### config.mk
export PLATFORM = sky130hd
export DESIGN_NAME = sub_pipe_arbiter_flat
export DESIGN_NICKNAME = d
export VERILOG_FILES = /design/src/rtl/sub_pipe_arbiter_pkg.sv /design/src/rtl/sub_pipe_arbiter_if.sv /design/src/rtl/sub_pipe_arbiter_id_fifo.sv /design/src/rtl/sub_pipe_arbiter.sv /design/src/flat_wrapper.sv
export SDC_FILE = /design/constraint.sdc
export NUM_CORES = 1
export LEC_CHECK = 0
export ABC_AREA = 1
export CAP_MARGIN = 20
export CORE_AREA = 2 2 177 179
export CTS_BUF_LIST = sky130_fd_sc_hd__clkbuf_8 sky130_fd_sc_hd__clkbuf_16
export DETAILED_ROUTE_END_ITERATION = 6
export DIE_AREA = 0 0 179 181
export GPL_TIMING_DRIVEN = 0
export PLACE_DENSITY = 0.57
export SLEW_MARGIN = 20
export SYNTH_ARGS = -nofsm -noshare
export SYNTH_HDL_FRONTEND = slang
export SYNTH_SLANG_ARGS = --single-unit
export TNS_END_PERCENT = 50
### constraint.sdc
create_clock -name aclk -period 6.1 [get_ports aclk]
set_clock_uncertainty 0.2 [all_clocks]
set_input_delay 0.61 -clock aclk [delete_from_list [all_inputs] [get_ports aclk]]
set_output_delay 0.61 -clock aclk [all_outputs]
set_load 0.005 [all_outputs]
### src/rtl/sub_pipe_arbiter_pkg.sv
// Shared types and sizing for the subtractor-pipeline arbiter.
// Purely declarative: no latency, no backpressure.
// rr_pick gives the first valid index at or above ptr, wrapping around.
package sub_arb_pkg;

    localparam int NUM_REQ      = 4;
    localparam int C_DATA_WIDTH = 32;
    localparam int TAG_BITS     = 8;
    localparam int MAX_INFLIGHT = 8;
    localparam int ID_BITS      = $clog2(NUM_REQ);
    localparam int CNT_BITS     = $clog2(MAX_INFLIGHT) + 1;

    typedef struct packed {
        logic [ID_BITS-1:0]  id;
        logic [TAG_BITS-1:0] tag;
    } id_entry_t;

    function automatic logic [ID_BITS-1:0] rr_pick(input logic [NUM_REQ-1:0] valid,
                                                   input logic [ID_BITS-1:0] ptr);
        logic [ID_BITS-1:0] idx;
        rr_pick = ptr;
        // Walk from the farthest offset down so the nearest valid index wins.
        for (int k = NUM_REQ - 1; k >= 0; k--) begin
            idx = ID_BITS'((int'(ptr) + k) % NUM_REQ);
            if (valid[idx]) rr_pick = idx;
        end
    endfunction

endpackage

### src/rtl/sub_pipe_arbiter_if.sv
// Requester, response and subtractor-side signals of the arbiter.
// No logic: slave = arbiter view, master = surrounding kernel/subtractor view.
// Flow control is AXI-S style valid/ready on every channel.
interface sub_pipe_arbiter_if;
    import sub_arb_pkg::*;

    logic [NUM_REQ-1:0]                     req_valid;
    logic [NUM_REQ-1:0][C_DATA_WIDTH-1:0]   req_a;
    logic [NUM_REQ-1:0][C_DATA_WIDTH-1:0]   req_b;
    logic [NUM_REQ-1:0][TAG_BITS-1:0]       req_tag;
    logic [NUM_REQ-1:0]                     req_ready;

    logic [NUM_REQ-1:0]                     rsp_valid;
    logic [C_DATA_WIDTH-1:0]                rsp_data;
    logic [TAG_BITS-1:0]                    rsp_tag;
    logic [NUM_REQ-1:0]                     rsp_ready;

    logic [1:0]                             sub_tvalid;
    logic [1:0][C_DATA_WIDTH-1:0]           sub_tdata;
    logic [1:0]                             sub_tready;
    logic                                   sub_m_tvalid;
    logic [C_DATA_WIDTH-1:0]                sub_m_tdata;
    logic                                   sub_m_tready;

    logic [CNT_BITS-1:0]                    inflight;
    logic                                   err_orphan;

    modport slave (
        input  req_valid, req_a, req_b, req_tag, rsp_ready, sub_tready, sub_m_tvalid, sub_m_tdata,
        output req_ready, rsp_valid, rsp_data, rsp_tag, sub_tvalid, sub_tdata, sub_m_tready,
               inflight, err_orphan
    );

    modport master (
        output req_valid, req_a, req_b, req_tag, rsp_ready, sub_tready, sub_m_tvalid, sub_m_tdata,
        input  req_ready, rsp_valid, rsp_data, rsp_tag, sub_tvalid, sub_tdata, sub_m_tready,
               inflight, err_orphan
    );

endinterface

### src/rtl/sub_pipe_arbiter_id_fifo.sv
// In-order {requester, tag} FIFO with fall-through head, one entry per issued op.
// Latency: push visible at head the cycle after; pop takes effect at the clock edge.
// Backpressure: full/empty exported; pushes when full and pops when empty are ignored.
module sub_arb_id_fifo #(
    parameter int WIDTH = 10,
    parameter int DEPTH = 8
) (
    input  logic                   aclk,
    input  logic                   aresetn,
    input  logic                   push,
    input  logic [WIDTH-1:0]       push_dat,
    input  logic                   pop,
    output logic [WIDTH-1:0]       head_dat,
    output logic                   full,
    output logic                   empty,
    output logic [$clog2(DEPTH):0] count
);
    localparam int AW = $clog2(DEPTH);
    localparam logic [AW:0] FULL_CNT = DEPTH[AW:0];

    logic [WIDTH-1:0] mem [DEPTH];
    logic [AW-1:0]    wr_ptr;
    logic [AW-1:0]    rd_ptr;
    logic             do_push;
    logic             do_pop;

    assign full     = (count == FULL_CNT);
    assign empty    = (count == '0);
    assign do_push  = push && !full;
    assign do_pop   = pop && !empty;
    assign head_dat = mem[rd_ptr];

    always_ff @(posedge aclk) begin
        if (do_push) mem[wr_ptr] <= push_dat;
    end

    // Depth is a power of two, so the pointers wrap on their own.
    always_ff @(posedge aclk or negedge aresetn) begin
        if (!aresetn) begin
            wr_ptr <= '0;
            rd_ptr <= '0;
            count  <= '0;
        end else begin
            if (do_push) wr_ptr <= wr_ptr + 1'b1;
            if (do_pop)  rd_ptr <= rd_ptr + 1'b1;
            case ({do_push, do_pop})
                2'b10:   count <= count + 1'b1;
                2'b01:   count <= count - 1'b1;
                default: count <= count;
            endcase
        end
    end

endmodule

### src/rtl/sub_pipe_arbiter.sv
// Round-robin share of one subtractor pipeline among NUM_REQ requesters, results routed back in order.
// Latency: 1 cycle request->grant, issue the cycle after; result path is combinational (zero added).
// Backpressure: grant locks until sub_tready; issue stalls at MAX_INFLIGHT; result waits on rsp_ready[id].
module sub_pipe_arbiter
    import sub_arb_pkg::*;
(
    input  logic              aclk,
    input  logic              aresetn,
    sub_pipe_arbiter_if.slave bus
);
    localparam logic [ID_BITS-1:0] LAST_ID = ID_BITS'(NUM_REQ - 1);

    logic [ID_BITS-1:0]  grant_q;
    logic [ID_BITS-1:0]  rr_ptr_q;
    logic                lock_q;
    logic                err_q;

    id_entry_t           push_ent;
    id_entry_t           head;
    logic                fifo_full;
    logic                fifo_empty;
    logic [CNT_BITS-1:0] fifo_count;

    logic                sub_vld;
    logic                issue;
    logic                retire;

    assign sub_vld           = lock_q && !fifo_full;
    assign bus.sub_tvalid    = {2{sub_vld}};
    assign bus.sub_tdata[0]  = bus.req_a[grant_q];
    assign bus.sub_tdata[1]  = bus.req_b[grant_q];
    assign issue             = sub_vld && bus.sub_tready[0];
    assign bus.req_ready     = issue ? (NUM_REQ'(1) << grant_q) : '0;

    assign push_ent          = '{id: grant_q, tag: bus.req_tag[grant_q]};

    // With nothing outstanding any result is an orphan and is drained rather than stalled.
    assign bus.rsp_valid     = (bus.sub_m_tvalid && !fifo_empty) ? (NUM_REQ'(1) << head.id) : '0;
    assign bus.rsp_data      = bus.sub_m_tdata;
    assign bus.rsp_tag       = head.tag;
    assign bus.sub_m_tready  = fifo_empty ? bus.sub_m_tvalid : bus.rsp_ready[head.id];
    assign retire            = bus.sub_m_tvalid && bus.sub_m_tready && !fifo_empty;

    assign bus.inflight      = fifo_count;
    assign bus.err_orphan    = err_q;

    always_ff @(posedge aclk or negedge aresetn) begin
        if (!aresetn) begin
            grant_q  <= '0;
            rr_ptr_q <= '0;
            lock_q   <= 1'b0;
            err_q    <= 1'b0;
        end else begin
            assert (!lock_q || bus.req_valid[grant_q]);
            if (issue) begin
                lock_q   <= 1'b0;
                rr_ptr_q <= (grant_q == LAST_ID) ? '0 : grant_q + 1'b1;
            end else if (!lock_q && |bus.req_valid) begin
                lock_q  <= 1'b1;
                grant_q <= rr_pick(bus.req_valid, rr_ptr_q);
            end
            if (bus.sub_m_tvalid && fifo_empty) err_q <= 1'b1;
        end
    end

    sub_arb_id_fifo #(
        .WIDTH ($bits(id_entry_t)),
        .DEPTH (MAX_INFLIGHT)
    ) u_id_fifo (
        .aclk     (aclk),
        .aresetn  (aresetn),
        .push     (issue),
        .push_dat (push_ent),
        .pop      (retire),
        .head_dat (head),
        .full     (fifo_full),
        .empty    (fifo_empty),
        .count    (fifo_count)
    );

endmodule

### src/flat_wrapper.sv
// flat-port wrapper written by rule: the top's interface ports become plain ports
module sub_pipe_arbiter_flat import sub_arb_pkg::*;
  (aclk, aresetn, bus_req_valid, bus_req_a, bus_req_b, bus_req_tag, bus_rsp_ready, bus_sub_tready, bus_sub_m_tvalid, bus_sub_m_tdata, bus_req_ready, bus_rsp_valid, bus_rsp_data, bus_rsp_tag, bus_sub_tvalid, bus_sub_tdata, bus_sub_m_tready, bus_inflight, bus_err_orphan);
  sub_pipe_arbiter_if bus_i ();
  input  logic aclk;
  input  logic aresetn;
  input wire logic [$bits(bus_i.req_valid)-1:0] bus_req_valid;
  input wire logic [$bits(bus_i.req_a)-1:0] bus_req_a;
  input wire logic [$bits(bus_i.req_b)-1:0] bus_req_b;
  input wire logic [$bits(bus_i.req_tag)-1:0] bus_req_tag;
  input wire logic [$bits(bus_i.rsp_ready)-1:0] bus_rsp_ready;
  input wire logic [$bits(bus_i.sub_tready)-1:0] bus_sub_tready;
  input wire logic [$bits(bus_i.sub_m_tvalid)-1:0] bus_sub_m_tvalid;
  input wire logic [$bits(bus_i.sub_m_tdata)-1:0] bus_sub_m_tdata;
  output wire logic [$bits(bus_i.req_ready)-1:0] bus_req_ready;
  output wire logic [$bits(bus_i.rsp_valid)-1:0] bus_rsp_valid;
  output wire logic [$bits(bus_i.rsp_data)-1:0] bus_rsp_data;
  output wire logic [$bits(bus_i.rsp_tag)-1:0] bus_rsp_tag;
  output wire logic [$bits(bus_i.sub_tvalid)-1:0] bus_sub_tvalid;
  output wire logic [$bits(bus_i.sub_tdata)-1:0] bus_sub_tdata;
  output wire logic [$bits(bus_i.sub_m_tready)-1:0] bus_sub_m_tready;
  output wire logic [$bits(bus_i.inflight)-1:0] bus_inflight;
  output wire logic [$bits(bus_i.err_orphan)-1:0] bus_err_orphan;
  assign bus_i.req_valid = bus_req_valid;
  assign bus_i.req_a = bus_req_a;
  assign bus_i.req_b = bus_req_b;
  assign bus_i.req_tag = bus_req_tag;
  assign bus_i.rsp_ready = bus_rsp_ready;
  assign bus_i.sub_tready = bus_sub_tready;
  assign bus_i.sub_m_tvalid = bus_sub_m_tvalid;
  assign bus_i.sub_m_tdata = bus_sub_m_tdata;
  assign bus_req_ready = bus_i.req_ready;
  assign bus_rsp_valid = bus_i.rsp_valid;
  assign bus_rsp_data = bus_i.rsp_data;
  assign bus_rsp_tag = bus_i.rsp_tag;
  assign bus_sub_tvalid = bus_i.sub_tvalid;
  assign bus_sub_tdata = bus_i.sub_tdata;
  assign bus_sub_m_tready = bus_i.sub_m_tready;
  assign bus_inflight = bus_i.inflight;
  assign bus_err_orphan = bus_i.err_orphan;
  sub_pipe_arbiter u_core (.aclk(aclk), .aresetn(aresetn), .bus(bus_i));
endmodule
==> out/metrics.csv <==
metric,value,unit
status,finished clean,
post-synthesis share of cell area spent on xor and xnor gates,0.9465,%
largest net degree at the start of global routing,17,
count of buffers from port buffering,419,
I/O Pins,453,
per-cell via count in the routed design,4.619,
Seq cells post-synth,96,
critical path data required time,5.29,ns
dominant combinational cell family by area after synthesis,compound AO/OA/AOI/OAI gates,
via count of the first global-routing pass,7844,
DRT Wirelength,35.15,mm
Pins Over Slew Limit,0,
Int Pwr,2.679,mW
buffer and inverter count on the worst path,5,
number of vias after detailed routing,7824,
startpoint of the most critical hold path,u_core.bus.err_orphan,
adder and majority cell fraction of the synthesized area,2.048,%
Initial Util,21.34,%
area taken by flip-flops and latches,2803,um2
clock tree from TritonCTS,built,
Layout area overhead,77.40,%
average footprint of a synthesized cell,7.558,um2
hold-fix buffer count after cts,0,
Critical Path End Type,output port,
CTS sink count,96,
Startpoint Class,flip-flop,
GRT Resource Usage Total,21.07,%
relative slew slack,30.17,%
start-to-end type of the worst setup path,reg2out,
gate family responsible for the most delay along the worst path,buffers and inverters,
cell chosen for the clock root,sky130_fd_sc_hd__clkbuf_16,
terminating pin of the worst hold path,u_core.bus.err_orphan,
Seq pwr share,21.1,%
half-perimeter wire length after detailed placement,28.70,mm
power per standard cell area,422.6,nW/um2
placeable core area,30350,um2
distinct cell type count of the synthesized netlist,29,
number of hold violations in the final report,0,
cells after synthesis,857,
series of cell instances along the critical path,"clkbuf_1, inv_1, buf_2, clkbuf_1, o21ai_0, o22ai_1, clkdlybuf4s50_1",
clock share of power,11.5,%
GP Congestion,0.9424,
hold crit path type,reg2reg,
Layout Nets,1631,
clk buf depth,2,
critical path's largest stage delay,0.61,ns
Clock Latency Late Sink,0.34,ns
number of enable-type register cells in the synthesized netlist,80,
Post-Place Worst Slack,2.131,ns
Mapped Nets,1200,
sequential share of the synthesized area,43.27,%
number of antenna violations at the first check in global routing,8,
post-layout instance area,11490,um2
share of post-route cells with drive strength above 1,5.955,%
netlist area before placement,6477,um2
number of buffers added by the clock tree synthesis step,9,
final worst-path cycle share,69.40,%
overflow left after global routing,0,
static leakage power,4.333,nW
CTS clock-pin slew for the worst setup and hold paths,0.06,ns
total of max-cap violations,0,
worst hold path cell count,2,
number of warnings printed during yosys synthesis,0,
die boundary width,179,um
router iterations before antenna repair,5,
RR Startpoint,u_core.grant_q[1],
number of antenna-violating nets in the routed design,0,
endpoint of the most critical register-to-register path,u_core.u_id_fifo.mem[1][0],
crit-path max FO,11,
overall die height,181,um
count of cells resized by post-cts repair,0,
Post-synth ARST share,16.67,%
"Max stage delay cell, worst path",sky130_fd_sc_hd__clkdlybuf4s50_1,
post-synthesis mux area share,0,%
final setup slack of the worst path,1.866,ns
switching power of the nets,2.177,mW
"area fraction in and, or, nand and nor cells after synthesis",19.82,%
number of design rule violations left after detail routing,0,
Filler Cell Count,3145,
switching share of power,44.83,%
total negative slack for setup checks,0,ns
total of endpoints with negative setup slack in the final report,0,
area fraction in compound gates after synthesis,23.41,%
transition time of the tightest slew-check pin,1.044,ns
number of cell rows,64,
placed standard-cell area,11170,um2
RSZ-0062 raised after global routing,false,
post-CTS setup repair buffer count,0,
wire length of the first global-routing pass,50.13,mm
crit path launch,u_core.grant_q[1],
cell depth of the worst flop-to-flop path,6,
number of DRC violations after detailed-routing iteration 0,563,
data arrival at the endpoint of the critical path,3.42,ns
most frequent CP cell,sky130_fd_sc_hd__clkbuf_1,
reg2reg setup slack,2.96,ns
post-route minimum period,4.234,ns
CTS H-tree lvls,3,
die area,32400,um2
area taken by multi-input logic gates,3002,um2
max frequency,236.2,MHz
combinational fraction of design power,67.4,%
average wire per standard cell,20.75,um
peak supply drop,0.1765,mV
predominant post-synthesis flop cell,sky130_fd_sc_hd__edfxtp_1,
-- cells by family after synthesis --
family / Yosys count
and+or+nand+nor: 324
AOI/OAI and AO/OA: 280
buffers and inverters: 140
DFF: 96
adders and majority gates: 10
xor gates and xnor gates: 7
-- power groups by stage --
stage / clock network (mW) / registers [mW] / logic (mW)
5_1_grt: 0.602 / 1.04 / 3.59
2_1_floorplan: 0 / 1.01 / 1.55
3_3_place_gp: 0 / 1.04 / 3.27
4_1_cts: 0.567 / 1.03 / 3.31
6_report: 0.559 / 1.03 / 3.27
3_5_place_dp: 0 / 1.04 / 3.30
-- area by class of cell --
class / instances / area share, %
inverters: 44 / 1.437
clock buffers: 9 / 1.960
clock inverters: 7 / 0.6206
repair buffers: 420 / 36.56
flip-flops and latches: 96 / 24.39
diodes: 5 / 0.1089
well taps: 396 / 4.312
multi-input cells: 621 / 26.12
plain buffers: 96 / 4.486
-- how the worst max path moves through the flow --
| stage | end | cells after the start | slack (ns) |
|---|---|---|---|
| after floorplan | u_core.u_id_fifo.count[3] | 19 | 3.44 |
| after global placement | bus_sub_tdata[41] | 7 | 2.20 |
| after detailed placement | bus_sub_tdata[41] | 7 | 2.13 |
| after CTS | bus_sub_tdata[41] | 7 | 1.75 |
| after global routing | bus_sub_tdata[41] | 7 | 1.56 |
| final | bus_sub_tdata[41] | 7 | 1.87 |
-- cells in the final DEF (no fill, tap or decap), types with 2 or more instances in the layout --
master	netlist	layout
sky130_fd_sc_hd__nand3_1	17	17
sky130_fd_sc_hd__ha_1	9	9
sky130_fd_sc_hd__nor3_1	4	4
sky130_fd_sc_hd__xor2_1	5	5
sky130_fd_sc_hd__buf_4	35	36
sky130_fd_sc_hd__o21ai_0	187	187
sky130_fd_sc_hd__diode_2	0	5
sky130_fd_sc_hd__buf_2	13	13
sky130_fd_sc_hd__nor2_1	217	214
sky130_fd_sc_hd__inv_2	3	3
sky130_fd_sc_hd__nand2_2	4	4
sky130_fd_sc_hd__clkbuf_16	0	9
sky130_fd_sc_hd__clkdlybuf4s50_1	0	419
sky130_fd_sc_hd__xnor2_1	2	2
sky130_fd_sc_hd__edfxtp_1	80	80
sky130_fd_sc_hd__nand4_1	3	3
sky130_fd_sc_hd__inv_1	41	42
sky130_fd_sc_hd__nand3b_1	2	2
sky130_fd_sc_hd__a31oi_1	10	10
sky130_fd_sc_hd__clkbuf_1	46	46
sky130_fd_sc_hd__o22ai_1	80	80
sky130_fd_sc_hd__nand2_1	74	74
sky130_fd_sc_hd__nor2_2	0	3
sky130_fd_sc_hd__dfrtp_1	16	16
-- registers in the layout, indices dropped and copies added (netlist names) --
name / count
u_core.u_id_fifo.rd_ptr: 3
u_core.bus.err_orphan: 1
u_core.rr_ptr_q: 2
u_core.lock_q: 1
u_core.grant_q: 2
u_core.u_id_fifo.wr_ptr: 3
u_core.u_id_fifo.count: 4
u_core.u_id_fifo.mem: 80
-- metrics by stage --
stage | hold slack (ns) | utilization (%) | total power, mW | cells
3_5_place_dp | 0.2787 | 36.80 | 4.342 | 1672
3_3_place_gp | 0.2530 | 36.80 | 4.306 | 1672
2_1_floorplan | 0.1144 | - | 2.565 | 857
5_1_grt | 0.3260 | 37.84 | 5.238 | 1691
4_1_cts | 0.3030 | 37.77 | 4.907 | 1688
6_report | 0.2930 | 37.86 | 4.856 | 1694
-- Yosys cell counts, drive strengths merged, types with 3 or more instances --
cell type    n  area [um2]
a31oi       10       62.56
buf         50       342.8
clkbuf      46       172.7
dfrtp       16       400.4
edfxtp      80        2402
ha           9       112.6
inv         44       165.2
nand2       79       314.0
nand3       18       95.09
nand4        3       18.77
nor2       217       814.5
nor3         4       20.02
o21ai      188       940.9
o22ai       80       500.5
xor2         5       43.79
-- worst reg2reg max path, delay by kind of cell, from the launching register on --
family | cells | cell delay (ns)
flops | 1 | 0.51
compound gates | 2 | 0.85
buf+inv | 4 | 1.26
-- metal layers --
metal,GRT usage [%],part of all wire [%]
met5,0,0.11
met4,4.585,1.7
met3,5.619,6.7
met2,36.55,51
met1,25.91,41
Power figures use the tool's default switching activity.
